### config.mk
export PLATFORM = sky130hd
export DESIGN_NAME = lab8_sysid_timer
export DESIGN_NICKNAME = d
export VERILOG_FILES = /design/src/rtl/lab8_sysid_pkg.sv /design/src/rtl/lab8_sysid_timer.sv
export SDC_FILE = /design/constraint.sdc
export NUM_CORES = 1
export LEC_CHECK = 0
export BUFFER_PORTS_ARGS = -buffer_cell sky130_fd_sc_hd__buf_2
export CORE_MARGIN = 4
export CORE_UTILIZATION = 63
export DETAILED_ROUTE_END_ITERATION = 16
export GPL_ROUTABILITY_DRIVEN = 0
export PLACE_DENSITY = 0.86
export SLEW_MARGIN = 20
export SYNTH_ARGS = -nofsm -noshare
export SYNTH_HDL_FRONTEND = slang
export SYNTH_SLANG_ARGS = --single-unit
### constraint.sdc
create_clock -name clock -period 5 [get_ports clock]
set_input_delay 0.25 -clock clock [delete_from_list [all_inputs] [get_ports clock]]
set_output_delay 0.25 -clock clock [all_outputs]
set_load 0.01 [all_outputs]
### src/rtl/lab8_sysid_pkg.sv
// Shared types and constants for the boot-time system-ID checker.
package lab8_sysid_pkg;

  typedef enum logic [2:0] {
    StIdle,
    StIdReq,
    StIdWait,
    StTsReq,
    StTsWait,
    StCheck,
    StFinish
  } sysid_state_t;

  localparam logic SYSID_ADDR_ID = 1'b0;
  localparam logic SYSID_ADDR_TS = 1'b1;

  localparam int unsigned SYSID_TIMER_W = 16;

endpackage

### src/rtl/lab8_sysid_timer.sv
// Per-attempt timeout counter: cleared at the start of each read attempt,
// counts while enabled, flags the last cycle of the attempt window.
module lab8_sysid_timer
  import lab8_sysid_pkg::*;
#(
  parameter logic [SYSID_TIMER_W-1:0] LIMIT = 16'd255
) (
  input  logic clock,
  input  logic reset_n,
  input  logic clear,
  input  logic enable,
  output logic expired
);

  logic [SYSID_TIMER_W-1:0] count_q;

  always_ff @(posedge clock or negedge reset_n) begin
    if (!reset_n) begin
      count_q <= '0;
    end else if (clear) begin
      count_q <= '0;
    end else if (enable && (count_q != '1)) begin
      count_q <= count_q + 1'b1;
    end
  end

  // An attempt lasts exactly LIMIT cycles: counts 0 .. LIMIT-1.
  assign expired = enable && (count_q == (LIMIT - 1'b1));

endmodule

# [Yosys cells after proc, flatten, opt, wreduce, memory -nomap -nowiden]
# Index checks and enable logic that the tools add are counted.
[word_totals] wordCells=9 out_inout_bits=1 regBits=16 in_bits=4
[classes] n_eq_ne=2 reduce_logical=3 add_sub_neg=1 mux=2
[op_table] op="2-to-1 mux 16 bit" n=2
[op_table] op="adder 16 x 1 -> 16 bit (second input constant)" n=1
[op_table] op="== test 16 x 8 -> 1 bit (second input constant)" n=1
[op_table] op="inequality test 16 bit (second input constant)" n=1
[op_table] op="logical AND 1 bit" n=2
[op_table] op="nonzero test 2 bit" n=1

# [Depth between registers and ports, before layout]
# Gate-level depths: netlist of the first run.
[depth] word_depth=4 depth_mapped=5 mapped_depth_nobuf=5

# [Worst setup path before layout of the first run]
# Ideal clock, no wire load.
[synth_timing] path_type="register -> register" start="register count_q[0]" end="register count_q[15]" required_time_ps=4922 stages_incl_launch_ff=6 setup_slack_ps=3405 n_path_buf=0 synth_period_minus_slack_ps=1595 arrival_ps=1517 setup_time_ps=78 path_cell_list="dfrtp_1 -> ha_1 -> nand3_1 -> o211ai_2 -> or4_1 -> a21oi_1"
[synth_via] elab_chain_cells=3 elab_cells_between_ends=6 cone_classes="add/sub: 1; eq/ne: 1; mux: 2; reduce/logical: 2"
[synth_rtl] element="start, declared" line="lab8_sysid_timer.sv:15" source="logic [SYSID_TIMER_W-1:0] count_q;"
[synth_rtl] element="start signal, assigned" line="lab8_sysid_timer.sv:23" source="count_q <= count_q + 1'b1;"
[synth_rtl] element="adder 16 x 1 -> 16 bit or inequality test 16 bit (tied branches)" line="lab8_sysid_timer.sv:23, lab8_sysid_timer.sv:22"
[synth_rtl] element="2-to-1 mux 16 bit or logical AND 1 bit (tied branches)" line="lab8_sysid_timer.sv:22" source="end else if (enable && (count_q != '1)) begin"
[synth_rtl] element="2-to-1 mux 16 bit or nonzero test 2 bit (tied branches)"
# Several ways; a longest one is shown, not always the timed one. The select of a mux whose other input is x is not followed.
# A chain may end at the register's enable or synchronous reset.

# [Final worst setup path of the first run]
[layout_timing] start="register count_q[0]" end="output port expired"
[layout_via] elab_chain_cells=2
[layout_rtl] element="== test 16 x 8 -> 1 bit" line="lab8_sysid_timer.sv:28" source="assign expired = enable && (count_q == (LIMIT - 1'b1));"
[layout_rtl] element="logical AND 1 bit" line="lab8_sysid_timer.sv:28"
[layout_rtl] element="end, declared" line="lab8_sysid_timer.sv:12" source="output logic expired"
# No other way between the ends.

==> impl_metrics.tcl, run 1 <==
set metrics [dict create \
    powerDensity_mw_per_mm2 218.7 \
    grt_util_all_layers 0.2220 \
    hold_viol 0 \
    regMostFlops "count_q" \
    first_pass_iters 4 \
    fp.dieH_um 47.36 \
    place.port_buffers 4 \
    num_io_pins 5 \
    cts-htree-levels 1 \
    final_layout_size_suffix_gt1_frac 0.1667 \
    remaining_drc_errors 0 \
    fin_tns_setup_ns 0 \
    yosys.cell_types.count 35 \
    setup_violations 0 \
    final_max_slew_viol_count 0 \
    synth_top_area_share 0.4103 \
    cts_root_buf "clkbuf_4" \
    clock_path_buffers 2 \
    cts_tree "built" \
    clock-skew-final_ns 0.004408 \
    insertion_delay_ns 0.28 \
    crit_type "flip-flop to output pin" \
    slew-limit-headroom 0.6951 \
    yosys.area.top_type "dfrtp_1" \
    worst_slew_pin_slew_ns 0.4540 \
    grt_pass1_wl_um 3512 \
    synth_cells 101 \
    antenna_found_initial 0 \
    synthArstFlopShare 1.000 \
    grt_setup_unrepaired "no" \
    placed_area_mm2 0.001007 \
    cts_buffers 3 \
    cts_resized 0 \
    crit_arrival_ns 1.65 \
    wl_per_cell_um 16.26 \
    stdcell_area_mm2 0.001054 \
    routed_wl_um 2000 \
    nets 115 \
    fin_ws_ns 3.096 \
    netlist_area_um2 975.9 \
    overflow 0 \
    vias_per_cell 6.902 \
    fmax_mhz 525.1 \
    cts_hold_buf 1 \
    start_util 0.7059 \
    whs_path_depth 3 \
    critical_path_required_ns 4.75 \
    critPathMaxFanout 6 \
    dieWidth_um 47.36 \
    vias 849 \
    antennaDiodeCount 0 \
    p_leak_nw 0.4489 \
    synth_area_per_cell_um2 9.663 \
    grt_pass1_vias 782 \
    drtAntennaViolNets 0 \
    r2r_cells 4 \
    synth.area.top_cells "dfrtp_1 41%, a21oi_1 5.6%, or4_1 4.6%, o31ai_1 3.8%, or3_1 3.2%" \
    syn_nets 107 \
    clock-sinks 16 \
    ys_warn_count 0 \
    largestRegisters "count_q (16)" \
    post-place-ws_ns 3.251 \
    ys_seq_area_frac 0.4103 \
    drtIter0Drc 21 \
    area_growth_syn_to_layout_pct 7.949 \
    cts_post_setup_buffers_inserted 0 \
    cp-end-kind "output pin" \
    largest_reg_flops 16 \
    vdd_ir_drop_max_v 0.0001627 \
    cp-start-kind "flip-flop" \
    core_mm2 0.001383 \
    yosys_most_used_dff "dfrtp_1" \
    drv_cap 0 \
    clk_pin_slew_worst_paths_ns 0.09 \
    fin_crit_sh 0.3809 \
    ys_seq_elements 16 \
    synth-edff-count 0 \
    hpwlAfterDp_um 1422 \
    holdCritPathClass "input pin to flip-flop" \
    grt_max_degree 17 \
    min_period_ns 1.904 \
    dieArea_mm2 0.002243 \
    rows 13 \
    status "completed" \
]
cell type report:
cell class                 instances  area [um^2]
inverter                           5        18.77
sequential                        16        400.4
clock buffer                       4        36.28
fill                              98        329.1
multi-input combinational         78        549.3
tap                               15        18.77
timing repair buffer               5        30.03
metrics by stage:
stage                     hold slack (ns)  utilization  total power, mW  instances
after CTS                          0.3274       0.7620           0.2303        123
after detailed placement           0.1787       0.7285           0.1469        118
after global routing               0.3396       0.7620           0.2410        123
final                              0.3265       0.7620           0.2304        123
after floorplan                  -0.04559            -           0.1407        101
after global placement             0.1795       0.7285           0.1465        118
synthesized netlist by cell type, types with 2 or more instances:
cell and n:
a21oi_1 11, clkbuf_1 2, dfrtp_1 16, ha_1 2
inv_1 5, nand2_1 6, nand3_1 4, nand4_1 4
nor2_1 4, nor3_1 3, o211ai_2 2, o21ai_0 6
o31ai_1 5, or3_1 5, or4_1 6
kinds of logic (layout without fill, tap and decap cells):
logic type      after synthesis  in the layout  synth area share
mux                           1              1           0.01154
flops                        16             16            0.4103
buf+inv                       7             14           0.02693
fa+ha+maj                     2              2           0.02564
compound gates               31             31            0.2116
simple gates                 44             44            0.3141
power breakdown:
group          internal (mW)  total [mW]  switching (mW)  leakage (nW)
sequential             0.131       0.133         0.00185         0.222
combinational        0.00429      0.0122         0.00795         0.206
clock                 0.0443      0.0856          0.0413        0.0210
critical path, stage by stage (launching register included):
cell and delay, ns:
dfrtp_1 0.43, inv_1 0.07, ha_1 0.13, nor4b_1 0.23, nand4_1 0.13, nor3_1 0.22, buf_2 0.17
final timing paths:
path	slack, ns	from	to
min in group asynchronous	0.39	reset_n	count_q[4]$_DFFE_PN0P_
min reg2reg	0.60	count_q[8]$_DFFE_PN0P_	count_q[8]$_DFFE_PN0P_
max reg2reg	3.21	count_q[1]$_DFFE_PN0P_	count_q[6]$_DFFE_PN0P_
max	3.10	count_q[0]$_DFFE_PN0P_	expired
min	0.33	enable	count_q[1]$_DFFE_PN0P_
max in group asynchronous	4.35	reset_n	count_q[1]$_DFFE_PN0P_
routing by layer:
layer / part of all wire / track usage
met2: 0.47 / 0.3476
met5: 0 / 0
met4: 0.0060 / 0.06077
met3: 0.038 / 0.03831
met1: 0.49 / 0.3144
layout by cell type (no fill, tap or decap), types with 3 or more instances in the layout:
cell      instances
dfrtp_1          16
a21oi_1          11
or4_1             6
buf_2             4
nor3_1            3
inv_1             5
nand4_1           4
clkbuf_4          3
o31ai_1           5
nand2_1           6
nor2_1            4
or3_1             5
o21ai_0           6
nand3_1           4
(Power assumes the default switching activity.)
==> run 2: changes to the inputs <==
--- a/config.mk
+++ b/config.mk
@@ -7,10 +7,10 @@
 export LEC_CHECK = 0
 export BUFFER_PORTS_ARGS = -buffer_cell sky130_fd_sc_hd__buf_2
 export CORE_MARGIN = 4
-export CORE_UTILIZATION = 63
+export CORE_UTILIZATION = 53
 export DETAILED_ROUTE_END_ITERATION = 16
 export GPL_ROUTABILITY_DRIVEN = 0
-export PLACE_DENSITY = 0.86
+export PLACE_DENSITY = 0.77
 export SLEW_MARGIN = 20
 export SYNTH_ARGS = -nofsm -noshare
 export SYNTH_HDL_FRONTEND = slang
==> constraint.sdc (replaced) <==
create_clock -name clock -period 1.6 [get_ports clock]
set_input_delay 0.08 -clock clock [delete_from_list [all_inputs] [get_ports clock]]
set_output_delay 0.08 -clock clock [all_outputs]
set_load 0.01 [all_outputs]
==> run 2 against run 1 <==
  * Wire length rose by 45%
  * The flow now finishes with violations (setup timing)
  * Sequential share of layout area is 8.3 points lower
  * Total power grew to 3.1 times the previous value
  * Largest power group unchanged
  * Clock power rose to 2.6 times the previous value
  * Die area rose by 16%
  * Global-route usage rose by 0.78 points
  * Worst setup slack worse by 3.2 ns
  * Clock skew is 0.00072 ns higher
  * Register-to-register slack got worse by 3.3 ns
==> impl_metrics.tcl, run 2 (synthesis results as in run 1) <==
set metrics [dict create \
    overflow 0 \
    grtUsageMet2 0.3691 \
    setup_violations 7 \
    holdCritPathClass "input pin to flip-flop" \
    crit_family "simple AND/OR/NAND/NOR gates" \
    critPathMaxFanout 6 \
    slowest_stage "or4_1" \
    vdd_ir_drop_max_v 0.0004225 \
    dieWidth_um 50.91 \
    p_leak_nw 0.6053 \
    grt_pass1_wl_um 4360 \
    cp-start-kind "flip-flop" \
    grt_pass1_vias 958 \
    worst_slew_pin_slew_ns 0.3872 \
    globalRouteMet1Util 0.2705 \
    clock_path_buffers 2 \
    dieArea_mm2 0.002592 \
    path_cells "buf_6 -> buf_4 -> and4_4 -> nand2_4 -> or4_1 -> a21oi_1" \
    r2r_cells 6 \
    worstHoldEndpoint "count_q[2]$_DFFE_PN0P_" \
    antenna_found_initial 0 \
    remaining_drc_errors 0 \
    largestRegisters "count_q (16)" \
    drtIter0Drc 32 \
    min-delay-start "enable" \
    clk_pin_slew_worst_paths_ns 0.09 \
    insertion_delay_ns 0.29 \
    clock-skew-final_ns 0.005125 \
    crit_arrival_ns 1.90 \
    clock-sinks 16 \
    first_pass_iters 5 \
    startpoint "count_q[0]$_DFFE_PN0P_" \
    hold_viol 0 \
    cp_num_buf_inv 2 \
    fin_ws_ns -0.09448 \
    vias_per_cell 6.725 \
    cp-end-kind "flip-flop" \
    fill_cells 97 \
    r2r_setup_slack_ns -0.09 \
    met3_usage 0.05539 \
    num_io_pins 5 \
    grt_max_degree 17 \
    routed_wl_um 2901 \
    whs_path_depth 3 \
    slowest_delay_ns 0.49 \
    cts_buffers 3 \
    layout_commonest_cell "buf_4" \
    layout_common_cells "15 x buf_4, 10 x dfrtp_1, 9 x a21oi_1, 6 x o21ai_0, 6 x dfrtp_2" \
    final_max_slew_viol_count 0 \
    drtAntennaViolNets 0 \
    fin_crit_sh 1.059 \
    min_period_ns 1.694 \
    area_growth_syn_to_layout_pct 40.77 \
    r2r-end "count_q[13]$_DFFE_PN0P_" \
    grt-busiest-layer "met2" \
    critical_path_required_ns 1.80 \
    start_util 0.5652 \
    post-place-ws_ns -0.02417 \
    vias 1029 \
    hpwlAfterDp_um 1581 \
    slew-limit-headroom 0.7419 \
    core_mm2 0.001727 \
    violations "setup timing" \
    crit_type "flip-flop to flip-flop" \
    regMostFlops "count_q" \
    nets 136 \
    cp.depth 6 \
    fp.dieH_um 50.91 \
    cts_tree "built" \
    cts_root_buf "clkbuf_4" \
    rows 15 \
    place.port_buffers 4 \
    rr_startpoint "count_q[0]$_DFFE_PN0P_" \
    drv_cap 0 \
    status "finished, violations left" \
    antennaDiodeCount 0 \
    powerDensity_mw_per_mm2 518.1 \
    fmax_mhz 590.2 \
    wl_per_cell_um 18.96 \
    grt_setup_unrepaired "yes" \
    cts-htree-levels 1 \
    largest_reg_flops 16 \
    grt_util_all_layers 0.2298 \
    final_layout_size_suffix_gt1_frac 0.4609 \
    hold_ws_ns 0.1573 \
]
run 2: worst max path at each step:
stage	end
detailed placement	count_q[15]$_DFFE_PN0P_
global route	count_q[15]$_DFFE_PN0P_
finish	count_q[13]$_DFFE_PN0P_
floorplan	count_q[15]$_DFFE_PN0P_
global placement	count_q[15]$_DFFE_PN0P_
CTS	expired
run 2: stage by stage:
step | power [mW] | instances | setup TNS (ns) | utilization | cell area (um^2)
after floorplan | 0.4396 | 101 | 0 | - | 975.9
after global placement | 0.4660 | 137 | 0 | 0.6297 | 1087
after detailed placement | 0.4673 | 137 | -0.02417 | 0.6297 | 1087
after CTS | 0.7053 | 147 | -0.05186 | 0.7181 | 1240
after global routing | 0.7466 | 153 | -1.391 | 0.7957 | 1374
final | 0.7117 | 153 | -0.3118 | 0.7957 | 1374
run 2: power by group:
group	switching [mW]	internal [mW]	leakage, nW
registers	0.00399	0.408	0.212
logic	0.0426	0.0358	0.380
clock network	0.134	0.0875	0.0138
run 2: worst min-delay path, cell delays in order:
cell     delay (ns)
buf_2          0.14
a21oi_1        0.14
nor3_1         0.05
run 2: layout make-up:
cell class / count / area, um^2 / area share
clock buffers: 3 / 22.52 / 0.01639
inverters: 5 / 21.27 / 0.01548
multi-input cells: 78 / 678.2 / 0.4936
flip-flops and latches: 16 / 407.9 / 0.2969
well taps: 25 / 31.28 / 0.02277
repair buffers: 26 / 212.7 / 0.1548
run 2: timing repair:
item	4_1_cts	5_1_grt
hold buffers	1	0
gates cloned	0	1
gates resized for setup	19	18
setup endpoints to repair	3	15
hold endpoints to repair	16	0
setup buffers	6	5
pin swaps	6	6
run 2: per-layer routing:
layer | up-vias | share of wire
met5 | - | 0
met4 | 0 | 0.039
met3 | 19 | 0.077
met2 | 72 | 0.51
met1 | 479 | 0.37
li1 | 459 | -
==> run 3: changes to the inputs <==
--- a/config.mk
+++ b/config.mk
@@ -6,11 +6,13 @@
 export NUM_CORES = 1
 export LEC_CHECK = 0
 export BUFFER_PORTS_ARGS = -buffer_cell sky130_fd_sc_hd__buf_2
+export CELL_PAD_IN_SITES_DETAIL_PLACEMENT = 1
+export CELL_PAD_IN_SITES_GLOBAL_PLACEMENT = 1
 export CORE_MARGIN = 4
-export CORE_UTILIZATION = 53
+export CORE_UTILIZATION = 41
 export DETAILED_ROUTE_END_ITERATION = 16
 export GPL_ROUTABILITY_DRIVEN = 0
-export PLACE_DENSITY = 0.77
+export PLACE_DENSITY = 0.79
 export SLEW_MARGIN = 20
 export SYNTH_ARGS = -nofsm -noshare
 export SYNTH_HDL_FRONTEND = slang
==> run 3 against run 2 <==
  * The flow still finishes with violations (setup timing)
  * First-iteration DRC count fell by 59%
  * Critical path depth did not move
  * Final cell count rose by 2.0%
  * Total power rose by 2.2%
  * Sequential share of layout area fell by 1.1 points
  * Critical endpoint is now expired
  * Clock power rose by 4%
==> impl_metrics.tcl, run 3 (synthesis results as in run 1) <==
set metrics [dict create \
    status "finished, violations left" \
    violations "setup timing" \
    cts_root_buf "clkbuf_4" \
    area_growth_syn_to_layout_pct 45.26 \
    worst_slew_pin_slew_ns 0.4283 \
    clock-skew-final_ns 0.004374 \
    p_leak_nw 0.5649 \
    pwr-share-comb 0.116 \
    grt_pass1_wl_um 4712 \
    cts-htree-levels 1 \
    placed_area_mm2 0.001106 \
    final_max_slew_viol_count 0 \
    fp.dieH_um 56.79 \
    drtAntennaViolNets 0 \
    hold_viol 0 \
    largest_reg_flops 16 \
    grt_setup_unrepaired "yes" \
    insertion_delay_ns 0.30 \
    rows 17 \
    path_cells "buf_4 -> ha_4 -> nor4b_4 -> nand4_1 -> nor3_2 -> buf_2" \
    start_util 0.4370 \
    largestRegisters "count_q (16)" \
    nets 136 \
    critPathMaxFanout 4 \
    drtIter0Drc 13 \
    clock-sinks 16 \
    fin_ws_ns -0.2492 \
    grt_pass1_vias 1005 \
    vdd_ir_drop_max_v 0.0004421 \
    crit_arrival_ns 1.77 \
    cp-start-kind "flip-flop" \
    num_io_pins 5 \
    fin_crit_sh 1.156 \
    cts_tree "built" \
    whs_path_depth 3 \
    overflow 0 \
    internal_power_uw 533.2 \
    vias_per_cell 6.301 \
    clkPwrFrac 0.316 \
    vias 983 \
    clock_path_buffers 2 \
    regMostFlops "count_q" \
    cp.depth 6 \
    grt_util_all_layers 0.1930 \
    wl_met1_um 1437 \
    wl_per_cell_um 21.29 \
    first_pass_iters 4 \
    core_mm2 0.002233 \
    powerDensity_mw_per_mm2 512.9 \
    clk_pin_slew_worst_paths_ns 0.10 \
    setup_violations 10 \
    dr_wl_met2_um 1635 \
    slowest_delay_ns 0.41 \
    crit_type "flip-flop to output pin" \
    critical_path_required_ns 1.52 \
    antennaDiodeCount 0 \
    fmax_mhz 540.8 \
    drv_cap 0 \
    grt_max_degree 17 \
    cp_num_buf_inv 2 \
    dieWidth_um 56.79 \
    holdCritPathClass "input pin to flip-flop" \
    cts_buffers 3 \
    seq_power_share 0.568 \
    p_sw_frac 0.2666 \
    cp-end-kind "output pin" \
    remaining_drc_errors 0 \
    slew-limit-headroom 0.7144 \
    place.port_buffers 4 \
    min_period_ns 1.849 \
    maxUsedRoutingLayer "met4" \
    routed_wl_um 3322 \
    fin_tns_setup_ns -0.9345 \
    r2r_cells 7 \
    layout_commonest_cell "buf_4" \
    dieArea_mm2 0.003225 \
    slowest_stage "dfrtp_1" \
    final_layout_size_suffix_gt1_frac 0.5391 \
    crit_family "simple AND/OR/NAND/NOR gates" \
    antenna_found_initial 0 \
    hpwlAfterDp_um 1826 \
    met3_length_um 107 \
    p_switching_uw 193.9 \
    layout_common_cells "14 x buf_4, 12 x dfrtp_1, 7 x a21oi_2, 6 x buf_6" \
    stdcell_area_mm2 0.001418 \
]
-- run 3: cell counts in the layout (fill, tap and decap cells not counted) --
Identical to the previous run, type by type.
-- run 3: final timing paths --
check / end / slack [ns] / startpoint
max in group asynchronous: count_q[5]$_DFFE_PN0P_ / 1.05 / reset_n
setup reg to reg: count_q[15]$_DFFE_PN0P_ / -0.17 / count_q[0]$_DFFE_PN0P_
min in group asynchronous: count_q[11]$_DFFE_PN0P_ / 0.23 / reset_n
hold reg to reg: count_q[8]$_DFFE_PN0P_ / 0.60 / count_q[8]$_DFFE_PN0P_
hold / removal: count_q[2]$_DFFE_PN0P_ / 0.15 / enable
setup / recovery: expired / -0.25 / count_q[1]$_DFFE_PN0P_
-- run 3: power by group through the flow --
stage / clock network [mW] / registers (mW) / logic [mW]
4_1_cts: 0.238 / 0.412 / 0.0697
6_report: 0.230 / 0.413 / 0.0846
2_1_floorplan: 0 / 0.421 / 0.0187
3_3_place_gp: 0 / 0.419 / 0.0496
5_1_grt: 0.257 / 0.413 / 0.0908
3_5_place_dp: 0 / 0.420 / 0.0515
-- run 3: stage by stage --
step	cells	power, mW	setup WS (ns)	hold slack [ns]	util
2_1_floorplan	101	0.4396	0.004589	-0.2156	-
3_3_place_gp	142	0.4684	-0.03482	0.01554	0.4952
3_5_place_dp	142	0.4711	-0.07392	0.02288	0.4952
4_1_cts	150	0.7197	-0.1956	0.1332	0.5669
5_1_grt	156	0.7610	-0.3383	0.1659	0.6347
6_report	156	0.7271	-0.2492	0.1520	0.6347
-- run 3: worst reg2reg max path, stage by stage (launching register included) --
cell     delay [ns]
dfrtp_1        0.39
buf_6          0.12
buf_4          0.10
buf_6          0.10
and4_4         0.22
nand2_2        0.11
or4_1          0.53
a21oi_1        0.15
-- run 3: repair_timing --
action / 4_1_cts / 5_1_grt
gates resized for setup: 20 / 27
pin swaps: 8 / 9
setup buffers: 3 / 8
hold endpoints to repair: 16 / 0
gates cloned: 1 / 0
endpoints found under the setup margin: 8 / 14
hold buffers: 1 / 0
-- run 3: routing by layer --
metal	up-vias	GRT usage
li1	452	-
met1	491	0.2451
met2	26	0.3069
met3	14	0.02299
met4	0	0.1225
met5	-	0
-- run 3: cell type report --
type                       instances  area [um^2]
fill                             249        815.8
sequential                        16        405.4
inverter                           5        21.27
timing repair buffer              26        207.7
clock buffer                       3        22.52
multi-input combinational         78        725.7
tap                               28        35.03
